--- src/rtl/rx.sv ---
// Console keyboard receiver: async 8N1 deserialiser with flag/overrun/framing status.
module rx #(
   parameter logic [13:0] BIT_CNT  = 14'd10416,
   parameter logic [13:0] HALF_CNT = 14'd5207
) (
   input  logic       clk100,
   input  logic       reset,
   input  logic       clear,
   input  logic       rx_in,
   input  logic       clear_flag,
   output logic [0:7] char,
   output logic       flag,
   output logic       overrun,
   output logic       framing_err
);

   localparam int unsigned CNT_W = 14;
   localparam int unsigned IDX_W = 3;

   typedef enum logic [2:0] {
      ST_IDLE  = 3'd0,
      ST_START = 3'd1,
      ST_DATA  = 3'd2,
      ST_STOP  = 3'd3,
      ST_BREAK = 3'd4
   } state_t;

   logic [1:0]       sync_q;
   logic             rxs;
   state_t           state_q, state_d;
   logic [CNT_W-1:0] cnt_q, cnt_d;
   logic [IDX_W-1:0] bit_idx_q, bit_idx_d;
   logic [0:7]       shreg_q, shreg_d;
   logic [0:7]       char_d;
   logic             flag_d, overrun_d, framing_err_d;
   logic             cnt_zero;

   assign rxs      = sync_q[1];
   assign cnt_zero = (cnt_q == CNT_W'(0));

   // Two-flop synchronizer for the asynchronous line; idles high.
   always_ff @(posedge clk100) begin
      if (reset || clear) begin
         sync_q <= 2'b11;
      end else begin
         sync_q <= {sync_q[0], rx_in};
      end
   end

   // State register and all receive datapath/status registers.
   always_ff @(posedge clk100) begin
      if (reset || clear) begin
         state_q     <= ST_IDLE;
         cnt_q       <= CNT_W'(0);
         bit_idx_q   <= IDX_W'(0);
         shreg_q     <= 8'o000;
         char        <= 8'o000;
         flag        <= 1'b0;
         overrun     <= 1'b0;
         framing_err <= 1'b0;
      end else begin
         state_q     <= state_d;
         cnt_q       <= cnt_d;
         bit_idx_q   <= bit_idx_d;
         shreg_q     <= shreg_d;
         char        <= char_d;
         flag        <= flag_d;
         overrun     <= overrun_d;
         framing_err <= framing_err_d;
      end
   end

   // Next-state, bit timing, shifting and status flag logic.
   always_comb begin
      state_d       = state_q;
      cnt_d         = cnt_zero ? cnt_q : cnt_q - CNT_W'(1);
      bit_idx_d     = bit_idx_q;
      shreg_d       = shreg_q;
      char_d        = char;
      flag_d        = flag;
      overrun_d     = overrun;
      framing_err_d = framing_err;

      // KCC/KRB strobe; a load in the same cycle overrides the flag below.
      if (clear_flag) begin
         flag_d        = 1'b0;
         overrun_d     = 1'b0;
         framing_err_d = 1'b0;
      end

      case (state_q)
         ST_IDLE: begin
            if (!rxs) begin
               cnt_d   = HALF_CNT;
               state_d = ST_START;
            end
         end
         ST_START: begin
            if (cnt_zero) begin
               if (!rxs) begin
                  cnt_d     = BIT_CNT;
                  bit_idx_d = IDX_W'(0);
                  state_d   = ST_DATA;
               end else begin
                  state_d = ST_IDLE;
               end
            end
         end
         ST_DATA: begin
            if (cnt_zero) begin
               // LSB arrives first and ends up in char[7].
               shreg_d = {rxs, shreg_q[0:6]};
               cnt_d   = BIT_CNT;
               if (bit_idx_q == IDX_W'(7)) begin
                  state_d = ST_STOP;
               end else begin
                  bit_idx_d = bit_idx_q + IDX_W'(1);
               end
            end
         end
         ST_STOP: begin
            if (cnt_zero) begin
               if (rxs) begin
                  char_d = shreg_q;
                  flag_d = 1'b1;
                  if (flag && !clear_flag) begin
                     overrun_d = 1'b1;
                  end
                  state_d = ST_IDLE;
               end else begin
                  framing_err_d = 1'b1;
                  state_d       = ST_BREAK;
               end
            end
         end
         ST_BREAK: begin
            // A held-low line must return high before a new start bit counts.
            if (rxs) begin
               state_d = ST_IDLE;
            end
         end
         default: begin
            state_d = ST_IDLE;
         end
      endcase
   end

endmodule

--- config.mk ---
export PLATFORM = sky130hd
export DESIGN_NAME = rx
export DESIGN_NICKNAME = d
export VERILOG_FILES = /design/src/rtl/rx.sv
export SDC_FILE = /design/constraint.sdc
export NUM_CORES = 1
export LEC_CHECK = 0
export CORE_MARGIN = 4
export CORE_UTILIZATION = 52
export CTS_CLUSTER_DIAMETER = 200
export DETAILED_ROUTE_END_ITERATION = 12
export GPL_TIMING_DRIVEN = 0
export PLACE_DENSITY = 0.75
export SLEW_MARGIN = 20
export SYNTH_ARGS = -nofsm -noshare
export SYNTH_HDL_FRONTEND = slang
export SYNTH_SLANG_ARGS = --single-unit
--- constraint.sdc ---
create_clock -name clk100 -period 2.1 [get_ports clk100]
set_input_delay 0.525 -clock clk100 [delete_from_list [all_inputs] [get_ports clk100]]
set_output_delay 0.525 -clock clk100 [all_outputs]
set_load 0.05 [all_outputs]
==> flow_metrics.env, run 1 <==
export IMPL_most_common_layout_cells="39 x dfxtp_1, 25 x nand3_1, 24 x o21ai_0, 24 x a21oi_1"
export IMPL_max_slew_margin=0.496
export IMPL_vias=1916
export IMPL_wl_per_cell_um=16.0
export IMPL_synth_edf_count=0
export IMPL_final_area_mm2=0.00241
export IMPL_hold_path_class="reg -> reg"
export IMPL_p_seq_frac=0.298
export IMPL_drt_pass1_iterations=4
export IMPL_ir_drop_uv=580
export IMPL_grt_pass1_vias=1688
export IMPL_cp_top_family="buffers and inverters"
export IMPL_ys_types=49
export IMPL_power_w=0.00331
export IMPL_clkPwrFrac=0.159
export IMPL_cts_tree="done"
export IMPL_cts_sinks=41
export IMPL_row_count=22
export IMPL_power_leakage_nw=0.806
export IMPL_crit_path_cell_trace="clkdlybuf4s50_1"
export IMPL_io_pins=16
export IMPL_finClkSkew_ns=0.00664
export IMPL_drc_errors=0
export IMPL_cp_slowest_cell="clkdlybuf4s50_1"
export IMPL_tightest_slew_ns=0.753
export IMPL_diodes=0
export IMPL_cp_end_kind="output port"
export IMPL_area_growth_synth_to_final_pct=18.5
export IMPL_slowest_delay_ns=0.80
export IMPL_nFillCells=334
export IMPL_setup_viol=0
export IMPL_finish_net_count=274
export IMPL_hpwl_um=3380
export IMPL_p_int_w=0.00185
export IMPL_ys_flop_type="dfxtp_1"
export IMPL_clock_latency_ns=0.30
export IMPL_design_core_area_mm2=0.00372
export IMPL_die_y_um=70.5
export IMPL_crit_type="reg -> out"
export IMPL_grt_total_usage=0.213
export IMPL_place_gp_congestion=0.918
export IMPL_ys_ff_latch=41
export IMPL_grt_max_degree=13
export IMPL_yosys_warnings=0
export IMPL_fin_crit_sh=0.938
export IMPL_fmax_ghz=0.508
export IMPL_cp_arrival_ns=1.45
export IMPL_h_tree_depth=2
export IMPL_die_x_um=70.5
export IMPL_finalCriticalPeriod_ns=1.97
export IMPL_required_ns=1.57
export IMPL_cts_buffer_depth=2
export IMPL_ant_nets=0
export IMPL_maxSlewViolCount=0
export IMPL_initial_core_util=0.546
export IMPL_path_max_fanout=3
export IMPL_hold_slack_ns=0.417
export IMPL_grt_remaining_overflow=0
export IMPL_vias_per_cell=6.12
export IMPL_async_flop_share=0
export IMPL_grt_pass1_wl_um=8410
export IMPL_ys_seq_area_frac=0.404
export IMPL_synth_nets=251
export IMPL_syn_inst=242
export IMPL_final_layout_size_suffix_gt1_frac=0.125
export IMPL_placed_area_mm2=0.00226
export IMPL_syn_area_mm2=0.00203
export IMPL_cts_root_buf="clkbuf_8"
export IMPL_p_sw_w=0.00147
export IMPL_combPwrFrac=0.543
export IMPL_finalHoldViolations=0
export IMPL_die_area_mm2=0.00497
export IMPL_crit_buf_inv=1
export IMPL_outcome="complete, no violations"
export IMPL_power_density_mw_per_mm2=1380
export IMPL_final_common_cell="dfxtp_1"
export IMPL_max_cap_violations=0
export IMPL_first_iter_violations=190
export IMPL_wirelength_um=5000
export IMPL_clk_pin_slew_worst_paths_ns=0.08
export IMPL_antenna_found_initial=0
export IMPL_cp_start_kind="register"
export IMPL_cts_buffers_inserted=5
export IMPL_syn_avg_cell_area_um2=8.39
export IMPL_port_buffer_count=15
export IMPL_swShare=0.442
export IMPL_grt_setup_unrepaired="no"
[final cells by class]
class / count / area (um2) / area share
Buffer: 14 / 68.8 / 0.0286
Clock buffer: 6 / 82.6 / 0.0343
Clock inverter: 1 / 7.51 / 0.00312
Inverter: 5 / 26.3 / 0.0109
Multi-Input combinational cell: 180 / 1160 / 0.483
Sequential cell: 41 / 826 / 0.343
Tap cell: 48 / 60.1 / 0.0250
Timing Repair Buffer: 18 / 173 / 0.0718
[metal layers]
metal	GRT usage	share of wire	vias up
met4	0.0766	0.021	0
met2	0.314	0.44	62
li1	-	-	954
met1	0.298	0.48	890
met5	0	0	-
met3	0.0576	0.062	10
[registers in the layout, summed over array words and instances (netlist names)]
register and count:
overrun 1, char 8, shreg_q 8, state_q 3, framing_err 1, flag 1
bit_idx_q 3, cnt_q 14, sync_q 2
[cell families (layout without fill, tap and decap cells)]
group / Yosys count / count (layout) / share of synthesized area
multiplexers: 5 / 5 / 0.0253
buffers and inverters: 21 / 44 / 0.0407
AO/OA/AOI/OAI: 74 / 74 / 0.226
adder cells (fa/ha/maj): 4 / 4 / 0.0246
AND/OR/NAND/NOR: 97 / 97 / 0.279
flip-flops: 41 / 41 / 0.404
[final timing paths]
kind / startpoint / to / slack, ns / cells after the start
setup reg to reg: cnt_q[0] / cnt_q[0] / 0.16 / 10
hold / removal: sync_q[0] / sync_q[1] / 0.42 / 1
hold reg to reg: sync_q[0] / sync_q[1] / 0.42 / 1
setup / recovery: flag / flag / 0.13 / 1
[cells in the mapped netlist (all sizes together) (3+ instances only)]
master / count / area, um2
o21ai: 24 / 120
dfxtp: 41 / 821
inv: 5 / 18.8
buf: 3 / 15.0
nor2: 15 / 56.3
a211oi: 3 / 22.5
nand4: 3 / 18.8
a21oi: 24 / 120
a311oi: 3 / 26.3
clkbuf: 13 / 48.8
a31oi: 5 / 31.3
nand2: 11 / 41.3
nor3: 6 / 30.0
mux2i: 4 / 40.0
or4: 3 / 22.5
nand3: 25 / 125
ha: 4 / 50.1
nand4b: 3 / 26.3
or3: 9 / 56.3
nand2b: 5 / 31.3
[power groups by stage]
stage	sequential, W	clock (W)	combinational, W
after floorplan	0.000965	0	0.00123
after global placement	0.000986	0	0.00159
after detailed placement	0.000989	0	0.00160
after CTS	0.000978	0.000538	0.00163
after global routing	0.00100	0.000574	0.00199
final	0.000987	0.000528	0.00180
[metrics by stage]
| stage | TNS [ns] | std cells | worst slack [ns] | util |
|---|---|---|---|---|
| after floorplan | 0 | 242 | 0.00885 | - |
| after global placement | -1.21 | 305 | -0.311 | 0.607 |
| after detailed placement | -1.48 | 305 | -0.326 | 0.607 |
| after CTS | 0 | 313 | 0.0554 | 0.638 |
| after global routing | 0 | 313 | 0.0150 | 0.647 |
| final | 0 | 313 | 0.130 | 0.647 |
[what timing repair did]
| action | 4_1_cts | 5_1_grt |
|---|---|---|
| buffers inserted | 2 | 1 |
| pin swaps | 2 | 2 |
| setup endpoints to repair | 20 | 16 |
| gates resized for setup | 5 | 13 |
| cloned | 0 | 0 |
| hold buffers | 0 | 0 |
(Power assumes the default switching activity.)
==> inputs of run 2 (changes only) <==
--- a/config.mk
+++ b/config.mk
@@ -5,11 +5,13 @@
 export SDC_FILE = /design/constraint.sdc
 export NUM_CORES = 1
 export LEC_CHECK = 0
+export CAP_MARGIN = 20
 export CORE_MARGIN = 4
 export CORE_UTILIZATION = 52
 export CTS_CLUSTER_DIAMETER = 200
 export DETAILED_ROUTE_END_ITERATION = 12
 export GPL_TIMING_DRIVEN = 0
+export HOLD_SLACK_MARGIN = 0.05
 export PLACE_DENSITY = 0.75
 export SLEW_MARGIN = 20
 export SYNTH_ARGS = -nofsm -noshare
==> results of run 2 <==
Same layout as run 1: the final DEF is identical, and so are final timing and power.
